$ cat src/rtl/dp_fifo_pkg.sv
`default_nettype none
// +------------------------------------------------------------------+
// | Module      : dp_fifo_pkg                                         |
// | Description : Shared types and default widths for the dual-port  |
// |               EBR FIFO controller.                                |
// | Revision    : 1.0 - initial release                               |
// +------------------------------------------------------------------+
package dp_fifo_pkg;

  localparam int DEF_ADDR_WIDTH = 4;
  localparam int DEF_DATA_WIDTH = 4;

  // INIT sweeps the RAM with zero/parity-clean words; READY runs the FIFO.
  typedef enum logic [0:0] {
    ST_INIT  = 1'b0,
    ST_READY = 1'b1
  } state_t;

endpackage
`default_nettype wire

$ cat src/rtl/dp_fifo_parity.sv
`default_nettype none
// +------------------------------------------------------------------+
// | Module      : dp_fifo_parity                                      |
// | Description : XOR-reduction tree. Used both to generate the even |
// |               parity bit on write and to check {EDO,Q} on read.   |
// | Revision    : 1.0 - initial release                               |
// +------------------------------------------------------------------+
module dp_fifo_parity #(
  parameter int WIDTH = 4
) (
  input  logic [WIDTH-1:0] data,
  output logic             parity
);

  // Reduction XOR: 1 when the word holds an odd number of ones.
  assign parity = ^data;

endmodule
`default_nettype wire

$ cat src/rtl/dp_fifo_ctrl.sv
`default_nettype none
// +------------------------------------------------------------------+
// | Module      : dp_fifo_ctrl                                        |
// | Description : Single-clock FIFO controller for an external       |
// |               16x(4+1) dual-port EBR RAM. Adds even parity on    |
// |               write, checks it on read, and sweeps the RAM clean |
// |               after reset.                                        |
// | Revision    : 1.0 - initial release                               |
// +------------------------------------------------------------------+
module dp_fifo_ctrl
  import dp_fifo_pkg::*;
#(
  parameter int ADDR_WIDTH   = DEF_ADDR_WIDTH,
  parameter int DATA_WIDTH   = DEF_DATA_WIDTH,
  parameter int AFULL_LEVEL  = 12,
  parameter int AEMPTY_LEVEL = 4
) (
  input  logic                  Clock,
  input  logic                  ResetN,
  input  logic                  Flush,
  input  logic                  Push,
  input  logic [DATA_WIDTH-1:0] PushData,
  input  logic                  Pop,
  output logic [DATA_WIDTH-1:0] PopData,
  output logic                  PopValid,
  output logic                  Full,
  output logic                  Empty,
  output logic                  AlmostFull,
  output logic                  AlmostEmpty,
  output logic [ADDR_WIDTH:0]   Count,
  output logic                  Busy,
  output logic                  Overflow,
  output logic                  Underflow,
  output logic                  ParityErr,
  output logic [ADDR_WIDTH-1:0] WrAddress,
  output logic                  WrEn,
  output logic [DATA_WIDTH-1:0] Data,
  output logic                  EDI,
  output logic [ADDR_WIDTH-1:0] RdAddress,
  output logic                  RdEn,
  input  logic [DATA_WIDTH-1:0] Q,
  input  logic                  EDO
);

  localparam logic [ADDR_WIDTH:0] c_depth  = (ADDR_WIDTH + 1)'(2 ** ADDR_WIDTH);
  localparam logic [ADDR_WIDTH:0] c_afull  = (ADDR_WIDTH + 1)'(AFULL_LEVEL);
  localparam logic [ADDR_WIDTH:0] c_aempty = (ADDR_WIDTH + 1)'(AEMPTY_LEVEL);

  state_t                r_state;
  state_t                w_state_nxt;
  logic [ADDR_WIDTH-1:0] r_sweep;
  logic [ADDR_WIDTH-1:0] r_wr_ptr;
  logic [ADDR_WIDTH-1:0] r_rd_ptr;
  logic [ADDR_WIDTH:0]   r_count;
  logic                  r_pop_valid;
  logic                  r_overflow;
  logic                  r_underflow;
  logic                  r_parity_err;

  logic w_ready;
  logic w_flush;
  logic w_acc_push;
  logic w_acc_pop;
  logic w_gen_parity;
  logic w_chk_err;

  // Status flags come only from registered state, never from Push/Pop.
  assign Busy        = (r_state == ST_INIT);
  assign Full        = Busy | (r_count == c_depth);
  assign Empty       = Busy | (r_count == '0);
  assign AlmostFull  = (r_count >= c_afull);
  assign AlmostEmpty = (r_count <= c_aempty);
  assign Count       = r_count;
  assign PopValid    = r_pop_valid;
  assign PopData     = Q;
  assign Overflow    = r_overflow;
  assign Underflow   = r_underflow;
  assign ParityErr   = r_parity_err;

  // Flush wins over Push/Pop; both are ignored while the sweep runs.
  assign w_ready    = (r_state == ST_READY);
  assign w_flush    = w_ready & Flush;
  assign w_acc_push = w_ready & ~Flush & Push & ~Full;
  assign w_acc_pop  = w_ready & ~Flush & Pop  & ~Empty;

  dp_fifo_parity #(.WIDTH(DATA_WIDTH)) u_par_gen (
    .data   (PushData),
    .parity (w_gen_parity)
  );

  // A clean stored word has even parity across {EDO,Q}.
  dp_fifo_parity #(.WIDTH(DATA_WIDTH + 1)) u_par_chk (
    .data   ({EDO, Q}),
    .parity (w_chk_err)
  );

  // FSM state register.
  always_ff @(posedge Clock or negedge ResetN) begin
    if (!ResetN) r_state <= ST_INIT;
    else         r_state <= w_state_nxt;
  end

  // Next state and RAM port drive.
  always_comb begin
    w_state_nxt = r_state;
    WrEn        = 1'b0;
    WrAddress   = r_wr_ptr;
    Data        = PushData;
    EDI         = w_gen_parity;
    RdEn        = w_acc_pop;
    RdAddress   = r_rd_ptr;
    case (r_state)
      ST_INIT: begin
        WrEn      = 1'b1;
        WrAddress = r_sweep;
        Data      = '0;
        EDI       = 1'b0;
        RdEn      = 1'b0;
        if (r_sweep == '1) w_state_nxt = ST_READY;
      end
      ST_READY: begin
        WrEn = w_acc_push;
      end
      default: w_state_nxt = ST_INIT;
    endcase
  end

  // Sweep address counter; wraps back to 0 as the sweep completes.
  always_ff @(posedge Clock or negedge ResetN) begin
    if (!ResetN)   r_sweep <= '0;
    else if (Busy) r_sweep <= r_sweep + 1'b1;
  end

  // Pointers and occupancy; simultaneous push and pop holds Count.
  always_ff @(posedge Clock or negedge ResetN) begin
    if (!ResetN) begin
      r_wr_ptr <= '0;
      r_rd_ptr <= '0;
      r_count  <= '0;
    end else if (w_flush) begin
      r_wr_ptr <= '0;
      r_rd_ptr <= '0;
      r_count  <= '0;
    end else begin
      if (w_acc_push) r_wr_ptr <= r_wr_ptr + 1'b1;
      if (w_acc_pop)  r_rd_ptr <= r_rd_ptr + 1'b1;
      case ({w_acc_push, w_acc_pop})
        2'b10:   r_count <= r_count + 1'b1;
        2'b01:   r_count <= r_count - 1'b1;
        default: r_count <= r_count;
      endcase
    end
  end

  // Read-valid pulse, reject pulses and the sticky parity error.
  always_ff @(posedge Clock or negedge ResetN) begin
    if (!ResetN) begin
      r_pop_valid  <= 1'b0;
      r_overflow   <= 1'b0;
      r_underflow  <= 1'b0;
      r_parity_err <= 1'b0;
    end else begin
      r_pop_valid <= w_acc_pop;
      r_overflow  <= w_ready & ~Flush & Push & Full;
      r_underflow <= w_ready & ~Flush & Pop & Empty;
      if (w_flush)                        r_parity_err <= 1'b0;
      else if (r_pop_valid && w_chk_err) r_parity_err <= 1'b1;
    end
  end

endmodule
`default_nettype wire

$ cat config.mk
export PLATFORM = sky130hd
export DESIGN_NAME = dp_fifo_ctrl
export DESIGN_NICKNAME = d
export VERILOG_FILES = /design/src/rtl/dp_fifo_pkg.sv /design/src/rtl/dp_fifo_parity.sv /design/src/rtl/dp_fifo_ctrl.sv
export SDC_FILE = /design/constraint.sdc
export NUM_CORES = 1
export LEC_CHECK = 0
export CORE_MARGIN = 2
export CORE_UTILIZATION = 25
export DETAILED_ROUTE_END_ITERATION = 10
export GPL_TIMING_DRIVEN = 1
export PLACE_DENSITY = 0.54
export SLEW_MARGIN = 20
export SYNTH_ARGS = -nofsm -noshare
export SYNTH_HDL_FRONTEND = slang
export SYNTH_HIERARCHICAL = 1
export SYNTH_SLANG_ARGS = --single-unit
export TNS_END_PERCENT = 1
$ cat constraint.sdc
create_clock -name Clock -period 3.8 [get_ports Clock]
set_clock_uncertainty 0.05 [all_clocks]
set_input_delay 1.14 -clock Clock [delete_from_list [all_inputs] [get_ports Clock]]
set_output_delay 1.14 -clock Clock [all_outputs]
set_load 0.01 [all_outputs]
# Word level (Yosys, flattened, before mapping)
# Index checks and enable logic that the tools add are counted.
[op_classes]
add_sub_neg = 5
eq_ne = 4
n_bitwise = 14
n_lt_le_gt_ge = 2
muxes = 15
reduce_logical = 8
[op_table]
columns = ["cell", "count"]
rows = [
  ["2-to-1 mux 4 bit", 6],
  ["adder 4 x 1 -> 4 bit (second input constant)", 3],
  ["case mux 5 bit (2 select lines)", 1],
  ["bitwise AND 1 bit", 8],
  ["2-to-1 mux 1 bit", 6],
  ["nonzero test 2 bit", 3],
  ["adder 5 x 1 -> 5 bit (second input constant)", 1],
  ["equality test 5 bit (second input constant)", 1],
  [">= comparator 5 x 4 -> 1 bit (second input constant)", 1],
  ["less-or-equal comparator 5 x 3 -> 1 bit (second input constant)", 1],
  ["logical NOT 5 bit", 1],
  ["2-to-1 mux 5 bit", 1],
  ["XOR reduction 5 bit", 1],
  ["subtractor 5 x 1 -> 5 bit (second input constant)", 1],
  ["equality test 4 bit (second input constant)", 1],
  ["inverter 1 bit", 4],
  ["XOR reduction 4 bit", 1],
  ["nonzero test 3 bit", 1],
  ["equality test 2 x 1 -> 1 bit (second input constant)", 1],
  ["equality test 2 bit (second input constant)", 1],
  ["bitwise OR 1 bit", 2],
  ["case mux 1 bit (2 select lines)", 1],
  ["logical AND 1 bit", 1],
]
[totals]
wordCells = 57
reg_bits = 22
out_inout_bits = 33
input_bits = 14

# Longest topological paths before layout
# Gate-level depths: netlist of run 1.
[depth]
ltp_word = 7
ltp_mapped = 11
mapped_depth_nobuf = 9

# By module
# The synthesis of run 1 kept the hierarchy.
[by_module_without_submodules]
columns = ["module", "cells_each", "area_each_um2", "instances"]
rows = [
  ["dp_fifo_ctrl", 140, 1378.8, 1],
  ["dp_fifo_parity at u_par_chk", 3, 40.0, 1],
  ["dp_fifo_parity at u_par_gen", 3, 26.3, 1],
]

# Worst setup path after synthesis of run 1
# No wires, ideal clock.
[synth_path]
kind = "input -> register"
startpoint = "input port Flush"
endpoint = "register r_count[4], in the netlist Count[4]"
path_stages = 10
arrival_time_ns = 2.948
setup_time_ns = 0.119
required_time_ns = 3.631
slack_ns = 0.684
n_path_buf = 1
cell_sequence = "and3b_1 > clkbuf_1 > o211ai_4 > xnor2_1 > ha_1 > or2_2 > o21a_1 > o311ai_1 > o211ai_1 > o21a_1"
[synth_between]
elab_chain_len = 7
[synth_rtl]
columns = ["item", "line", "text"]
rows = [
  ["start: declaration", "dp_fifo_ctrl.sv:20", "input logic Flush,"],
  ["inverter 1 bit", "dp_fifo_ctrl.sv:83, dp_fifo_ctrl.sv:84", ""],
  ["bitwise AND 1 bit", "dp_fifo_ctrl.sv:83, dp_fifo_ctrl.sv:84", ""],
  ["bitwise AND 1 bit (on tied branches) (2 in a row)", "dp_fifo_ctrl.sv:84, dp_fifo_ctrl.sv:83", ""],
  ["equality test 2 x 1 -> 1 bit or equality test 2 bit (tied branches)", "dp_fifo_ctrl.sv:147", "case ({w_acc_push, w_acc_pop})"],
  ["case mux 5 bit (2 select lines)", "dp_fifo_ctrl.sv:147", ""],
  ["2-to-1 mux 5 bit", "dp_fifo_ctrl.sv:140", "end else if (w_flush) begin"],
  ["end signal: assignment", "dp_fifo_ctrl.sv:148", "2'b10: r_count <= r_count + 1'b1;"],
  ["end signal: assignment", "dp_fifo_ctrl.sv:149", "2'b01: r_count <= r_count - 1'b1;"],
  ["end signal: assignment", "dp_fifo_ctrl.sv:150", "default: r_count <= r_count;"],
  ["end: declaration", "dp_fifo_ctrl.sv:54", "logic [ADDR_WIDTH:0] r_count;"],
]
# Parallel ways exist; a longest one is shown, timed or not.
# A chain may end at the register's enable or synchronous reset.

# Worst setup path in the final report of run 1
[layout_path]
startpoint = "input port Flush"
endpoint = "output port WrEn"
[layout_between]
elab_chain_len = 5
[layout_rtl]
columns = ["item", "line", "text"]
rows = [
  ["inverter 1 bit", "dp_fifo_ctrl.sv:83", "assign w_acc_push = w_ready & ~Flush & Push & ~Full;"],
  ["bitwise AND 1 bit (3 in a row)", "dp_fifo_ctrl.sv:83", ""],
  ["case mux 1 bit (2 select lines)", "dp_fifo_ctrl.sv:112", "case (r_state)"],
  ["end: declaration", "dp_fifo_ctrl.sv:36", "output logic WrEn,"],
]
# No other way between the ends.

==> results.md, run 1 <==
* Status: completed
* Fin nets at 210
* Clock latency on the worst-skew pair at 260 ps
* Row count at 27
* Min-delay src: r_sweep[3]
* # diodes at 0
* Die W at 80.03 µm
* DRC at 0
* Crit-path max FO at 5
* DR pass1 iterations at 4
* Vias at roughly 1200
* CTS max path bufs at 2
* Die area at about 6400 µm²
* Final setup fails at 0
* Filler Cell Count at 591
* Die H at between 80 and 90 µm
* Syn Std Cell Area at 1445 µm²
* Met1 wire length at roughly 1500 µm
* Cell Pwr Density at 506.1 nW/µm²
* CTS tree: done
* Routed met2 length at about 1400 µm
* Port-buffer cells at 46
* Initial antenna violation count at 0
* WL final at 3148 µm
* Comb power frac at 47.2%
* Critical path class: primary input to primary output
* Clock Pin Slew Worst Setup and Hold Paths at 80 ps
* Period utilization at 93.40%
* Seq/Total Area, Yosys at 38.10%
* CTS root buf: clkbuf_8
* Final core utilization at 36.79%
* First-pass GRT wire length at between 5000 and 6000 µm
* Reg2reg setup slack at 1080 ps
* Yosys cell types at slightly above 40
* P&R area growth vs syn at 41.04%
* Max_cap viols at 0
* Yosys top cell area share at a little under two fifths
* Setup WS post-layout at 250.7 ps
* Max VDD drop at ~0.00021 V
* Primary FF master, synth: dfrtp_1
* Worst-case reg-to-reg path depth at 9
* DRT antenna net count at 0
* Largest net degree at the start of global routing at 23
* Starting Density at about a quarter
* CTS Hold Buffers Added at 0
* CP max stage cell: clkdlybuf4s50_1
* Placer Congestion at around 0.77
* Max Fclk at roughly 0.28 GHz
* Total I/O pin count at between 40 and 50
* Htree depth at 1
* Pre-CTS WS at -59.14 ps
* Origin of the critical flop-to-flop path: Count[3]
* RSZ-0062 raised after global routing: false
* Synth Instances at 146
* DR vias/cell at between 4 and 5
* R2r endpoint: Count[4]
* Pins Over Slew Limit at 0
* Top post-synthesis cells by area: dfrtp_1 (38%), xnor2_1 (6.1%), nor2_1 (4.4%), ha_1 (4.3%), mux2_2 (3.9%)
* Share of layout cells above drive strength 1 at 12.11%
* Register area at approximately 550 µm²
* Critical Path RT at 2610 ps
* Top-count cell post-synth: dfrtp_1
* Post-synth EDFFs at 0
* Synth cell count leaders: dfrtp_1 (22), nor2_1 (17), nand2_1 (13)
* Static leakage at 0.9060 nW
* Synth area leader: dfrtp_1
* Slew HR at between 50% and 60%
* Final hold slack at around 450 ps
* Synth Area per Inst at ~10 µm²
* #FFs+latches synth at 22
* Worst setup EP type: primary output
* Overflow after GRT at 0
* Crit path to: WrEn
* Clock Power Share at between 20% and 30%
* Multi-input logic area at roughly 800 µm²
* CTS buffer count at 3
* Vias in the first global route at roughly 1200
* Clk sinks at 22
* Switching Share at between 30% and 40%
* Path type of the worst min-delay path: register to register
* Post-DP HPWL at ~2400 µm
* Worst EP arrival at about 2400 ps
* Startpoint class of the critical path: primary input
* Switching power at ~370 µW
* Ys Warns at 6
* Max incr delay on CP at 460 ps
* Total core area at roughly 5500 µm²
* Worst-Margin Slew at about 710 ps
* Post-Place Cell Area at a little under 2000 µm²
* Synth async-reset ratio at 100.0%
* Uppermost routed layer: met4
* Int Power at between 600 and 700 µW
* Worst Setup SP: Flush
* Sequential power share at between 30% and 40%
* Total track usage at roughly 11%
* Wire per inst at about 12 µm
* Crit-path cells: clkdlybuf4s50_1, nand3b_1, a21oi_1, nand2b_1, dlygate4sd2_1
* Final hold vios at 0
* Pwr Total at 1.032 mW
* Tmin final at between 3000 and 4000 ps
* Routed wl met3 at about 240 µm
* Synthesized Nets at around 170
* Post-Layout Inst Area at approximately 2000 µm²
* Drt initial violations at 63
[power groups by stage]
stage | registers, mW | clock network, mW | logic [mW]
6_report | 0.327 | 0.218 | 0.487
3_5_place_dp | 0.332 | 0 | 0.495
4_1_cts | 0.328 | 0.226 | 0.493
2_1_floorplan | 0.317 | 0 | 0.323
3_3_place_gp | 0.332 | 0 | 0.496
5_1_grt | 0.336 | 0.237 | 0.550
[cell families (layout without fill, tap and decap cells)]
group	after synthesis	in the layout	share of synthesized area, %
compound gates	27	27	16.19
xor+xnor	17	17	11.25
fa+ha+maj	5	5	4.329
buf+inv	17	61	7.099
flops	22	22	38.10
mux	8	8	5.974
simple gates	50	50	17.06
[timing repair]
item | CTS | global route
endpoints found under the setup margin | 2 | 1
setup buffers | 0 | 0
pin swaps | 0 | 0
resized for setup | 3 | 2
cloned | 0 | 0
[routing by layer]
| metal | GRT usage, % | vias to the layer above |
|---|---|---|
| li1 | - | 598 |
| met1 | 15.64 | 529 |
| met2 | 16.92 | 42 |
| met3 | 3.054 | 2 |
| met4 | 2.034 | 0 |
| met5 | 0 | - |
[worst max-delay path, delay by kind of cell]
kind / cells / cell delay (ps)
buffers and inverters: 2 / 720
AO/OA/AOI/OAI: 1 / 160
AND/OR/NAND/NOR: 2 / 330
[sequential cells by signal, indices dropped and copies added, names as in the netlist]
register   flops
Underflow      1
Count          5
PopValid       1
Overflow       1
r_wr_ptr       4
r_state        1
RdAddress      4
r_sweep        4
ParityErr      1
[worst min-delay path by stage]
| stage | end | slack, ps | cells after the start |
|---|---|---|---|
| floorplan | r_sweep[3] | 410 | 1 |
| detailed placement | r_sweep[3] | 440 | 1 |
| finish | r_sweep[3] | 450 | 1 |
| global placement | ParityErr | 430 | 2 |
| global route | r_sweep[3] | 500 | 1 |
| CTS | r_sweep[3] | 460 | 1 |
[placed cells by master, fill, tap and decap left out, types with 3 or more instances in the layout]
cell             count
clkdlybuf4s50_1     42
dfrtp_1             22
xnor2_1              9
nor2_1              17
o2111ai_1            3
clkbuf_8             3
nand4_1              3
ha_1                 5
o21a_1               3
mux2_2               5
a21oi_1              5
and2_1               6
inv_1                4
buf_4                7
dlygate4sd2_1        3
nand2_1             13
mux2i_1              3
o21ai_0              3
xor2_1               6
[per-stage QoR]
stage,setup TNS [ps],cells
floorplan,0,146
detailed placement,-118.0,258
finish,0,262
global placement,-131.1,258
CTS,0,262
global route,0,262
[cell type report]
| cell class | count | area share [%] |
|---|---|---|
| Multi-Input combinational cell | 107 | 39.23 |
| Sequential cell | 22 | 27.01 |
| Clock buffer | 3 | 2.026 |
| Tap cell | 72 | 4.420 |
| Timing Repair Buffer | 53 | 25.11 |
| Clock inverter | 1 | 1.473 |
| Inverter | 4 | 0.7366 |
No activity file was read; power rests on OpenSTA's default activity.
==> run 2, diff against run 1 <==
--- a/config.mk
+++ b/config.mk
@@ -5,11 +5,13 @@
 export SDC_FILE = /design/constraint.sdc
 export NUM_CORES = 1
 export LEC_CHECK = 0
+export CELL_PAD_IN_SITES_DETAIL_PLACEMENT = 2
+export CELL_PAD_IN_SITES_GLOBAL_PLACEMENT = 2
 export CORE_MARGIN = 2
 export CORE_UTILIZATION = 25
 export DETAILED_ROUTE_END_ITERATION = 10
 export GPL_TIMING_DRIVEN = 1
-export PLACE_DENSITY = 0.54
+export PLACE_DENSITY = 0.79
 export SLEW_MARGIN = 20
 export SYNTH_ARGS = -nofsm -noshare
 export SYNTH_HDL_FRONTEND = slang
==> run 2 against run 1 <==
Against the previous run: via count rose by 6.4%; clock power shrank 18%; final cell count increased by 1.5%; maximum frequency down 0.23%; non-clock buffer count rose by 4; hold slack hardly changed; critical path depth unchanged.
==> results.md, run 2 (same netlist as run 1, synthesis figures left out) <==
* Critical Path RT at ~2600 ps
* Row count at 27
* Status: completed
* Max FFs per register at 5
* CTS root buf: clkbuf_8
* Drt initial violations at 38
* # diodes at 0
* CTS tree: done
* Crit-path max FO at 2
* Vias in the first global route at roughly 1400
* Die H at 80.03 µm
* Die W at roughly 80 µm
* Clock latency on the worst-skew pair at 280 ps
* Htree depth at 1
* CTS max path bufs at 2
* Pins Over Slew Limit at 0
* Clock Pin Slew Worst Setup and Hold Paths at about 80 ps
* Wire per inst at around 16 µm
* Switching power at 408.2 µW
* Final hold vios at 0
* Total core area at between 5000 and 6000 µm²
* Critical path class: primary input to primary output
* Final setup fails at 0
* Startpoint class of the critical path: primary input
* DRT antenna net count at 0
* Commonest non-fill, non-tap cell in the layout: clkdlybuf4s50_1
* R2r endpoint: Count[4]
* Max_cap viols at 0
* Clk sinks at 22
* Total I/O pin count at 47
* Final Non-Filler Cells at about 270
* Origin of the critical flop-to-flop path: Count[0]
* First-pass GRT wire length at slightly above 7000 µm
* CTS Hold Buffers Added at 0
* Setup TNS at 0 ps
* Reg2reg setup slack at around 800 ps
* Max VDD drop at approximately 0.00017 V
* RSZ-0062 raised after global routing: false
* Tmin final at about 3600 ps
* DR pass1 iterations at 4
* Fin nets at between 200 and 250
* Most frequent cells in the layout: clkdlybuf4s50_1 (42), dfrtp_1 (22), nor2_1 (17)
* Max Fclk at ~0.28 GHz
* Share of layout cells above drive strength 1 at between 10% and 20%
* CTS buffer count at 3
* Placer Congestion at roughly 0.76
* Post-DP HPWL at 3147 µm
* Static leakage at 0.9158 nW
* Path type of the worst min-delay path: register to register
* Die area at 6405 µm²
* Largest net degree at the start of global routing at 23
* Initial antenna violation count at 0
* Starting Density at 26.08%
* Total track usage at approximately 15%
* P&R area growth vs syn at 41.73%
* Vias at ~1200
* Crit path to: EDI
* DRC at 0
* Worst Setup SP: PushData[3]
* Overflow after GRT at 0
* Period utilization at around 94%
* Int Power at ~620 µW
* Port-buffer cells at 46
* Worst setup EP type: primary output
* Worst-Margin Slew at 542.3 ps
* Comb power frac at 48.8%
* Final core utilization at between 30% and 40%
* Sequential power share at between 30 and 40%
* Cell Pwr Density at approximately 500 nW/µm²
* Clock Power Share at 17.3%
* WL final at 4227 µm
* Switching Share at between 30% and 40%
* Filler Cell Count at approximately 620
* Worst-case reg-to-reg path depth at 9
* Worst EP arrival at approximately 2400 ps
* DR vias/cell at 4.684
* Slew HR at 63.37%
* Inst Count DP at between 200 and 300
[run 2: what timing repair did]
action                                  4_1_cts  5_1_grt
gates resized for setup                       4        1
endpoints found under the setup margin        3        1
buffers inserted                              1        0
pin swaps                                     1        0
cloned                                        0        0
endpoints found under the hold margin         0        0
[run 2: metal layers]
layer | wire, µm | GRT usage, % | vias up
met1 | 1818 | 18.49 | 625
li1 | - | - | 598
met3 | 148 | 2.602 | 5
met2 | 2195 | 25.00 | 18
met4 | 65 | 5.593 | 0
met5 | 0 | 0 | -
[run 2: area by class of cell]
cell class              count  area [µm²]  share of cell area (%)
multi-input cells         107       795.8                   38.85
clock buffers               4       55.05                   2.688
flip-flops and latches     22       550.5                   26.88
inverters                   4       15.01                  0.7330
repair buffers             57       541.8                   26.45
well taps                  72       90.09                   4.398
[run 2: worst min-delay path by stage]
stage	from	endpoint	slack (ps)	depth (start not counted)
after floorplan	r_sweep[3]	r_sweep[3]	410	1
after global placement	ParityErr	ParityErr	430	2
after detailed placement	ParityErr	ParityErr	440	2
after CTS	ParityErr	ParityErr	460	2
after global routing	ParityErr	ParityErr	510	2
final	ParityErr	ParityErr	450	2
[run 2: power groups by stage]
stage / combinational, mW / clock [mW] / sequential [mW]
floorplan: 0.323 / 0 / 0.317
global placement: 0.494 / 0 / 0.348
detailed placement: 0.506 / 0 / 0.351
CTS: 0.514 / 0.186 / 0.348
global route: 0.552 / 0.194 / 0.358
finish: 0.502 / 0.178 / 0.349
[run 2: per-stage QoR]
stage	setup WS (ps)	instance area [µm²]	power (mW)	hold slack [ps]
final	242.5	2048	1.029	453.9
after global routing	99.71	2048	1.104	512.9
after CTS	-17.79	2046	1.048	463.7
after detailed placement	-121.3	1983	0.8574	443.7
after global placement	-34.58	1983	0.8423	430.1
after floorplan	683.5	1445	0.6399	413.9
[run 2: worst max-delay path, stage by stage]
cell and delay (ps):
clkdlybuf4s50_1 490, xor2_1 210, xnor2_1 130, and2_1 130, dlygate4sd2_1 260
==> run 3, diff against run 2 <==
--- a/config.mk
+++ b/config.mk
@@ -10,6 +10,7 @@
 export CORE_MARGIN = 2
 export CORE_UTILIZATION = 25
 export DETAILED_ROUTE_END_ITERATION = 10
+export GPL_ROUTABILITY_DRIVEN = 0
 export GPL_TIMING_DRIVEN = 1
 export PLACE_DENSITY = 0.79
 export SLEW_MARGIN = 20
==> results of run 3 <==
The final DEF is identical to that of run 2; final timing and power are the same.
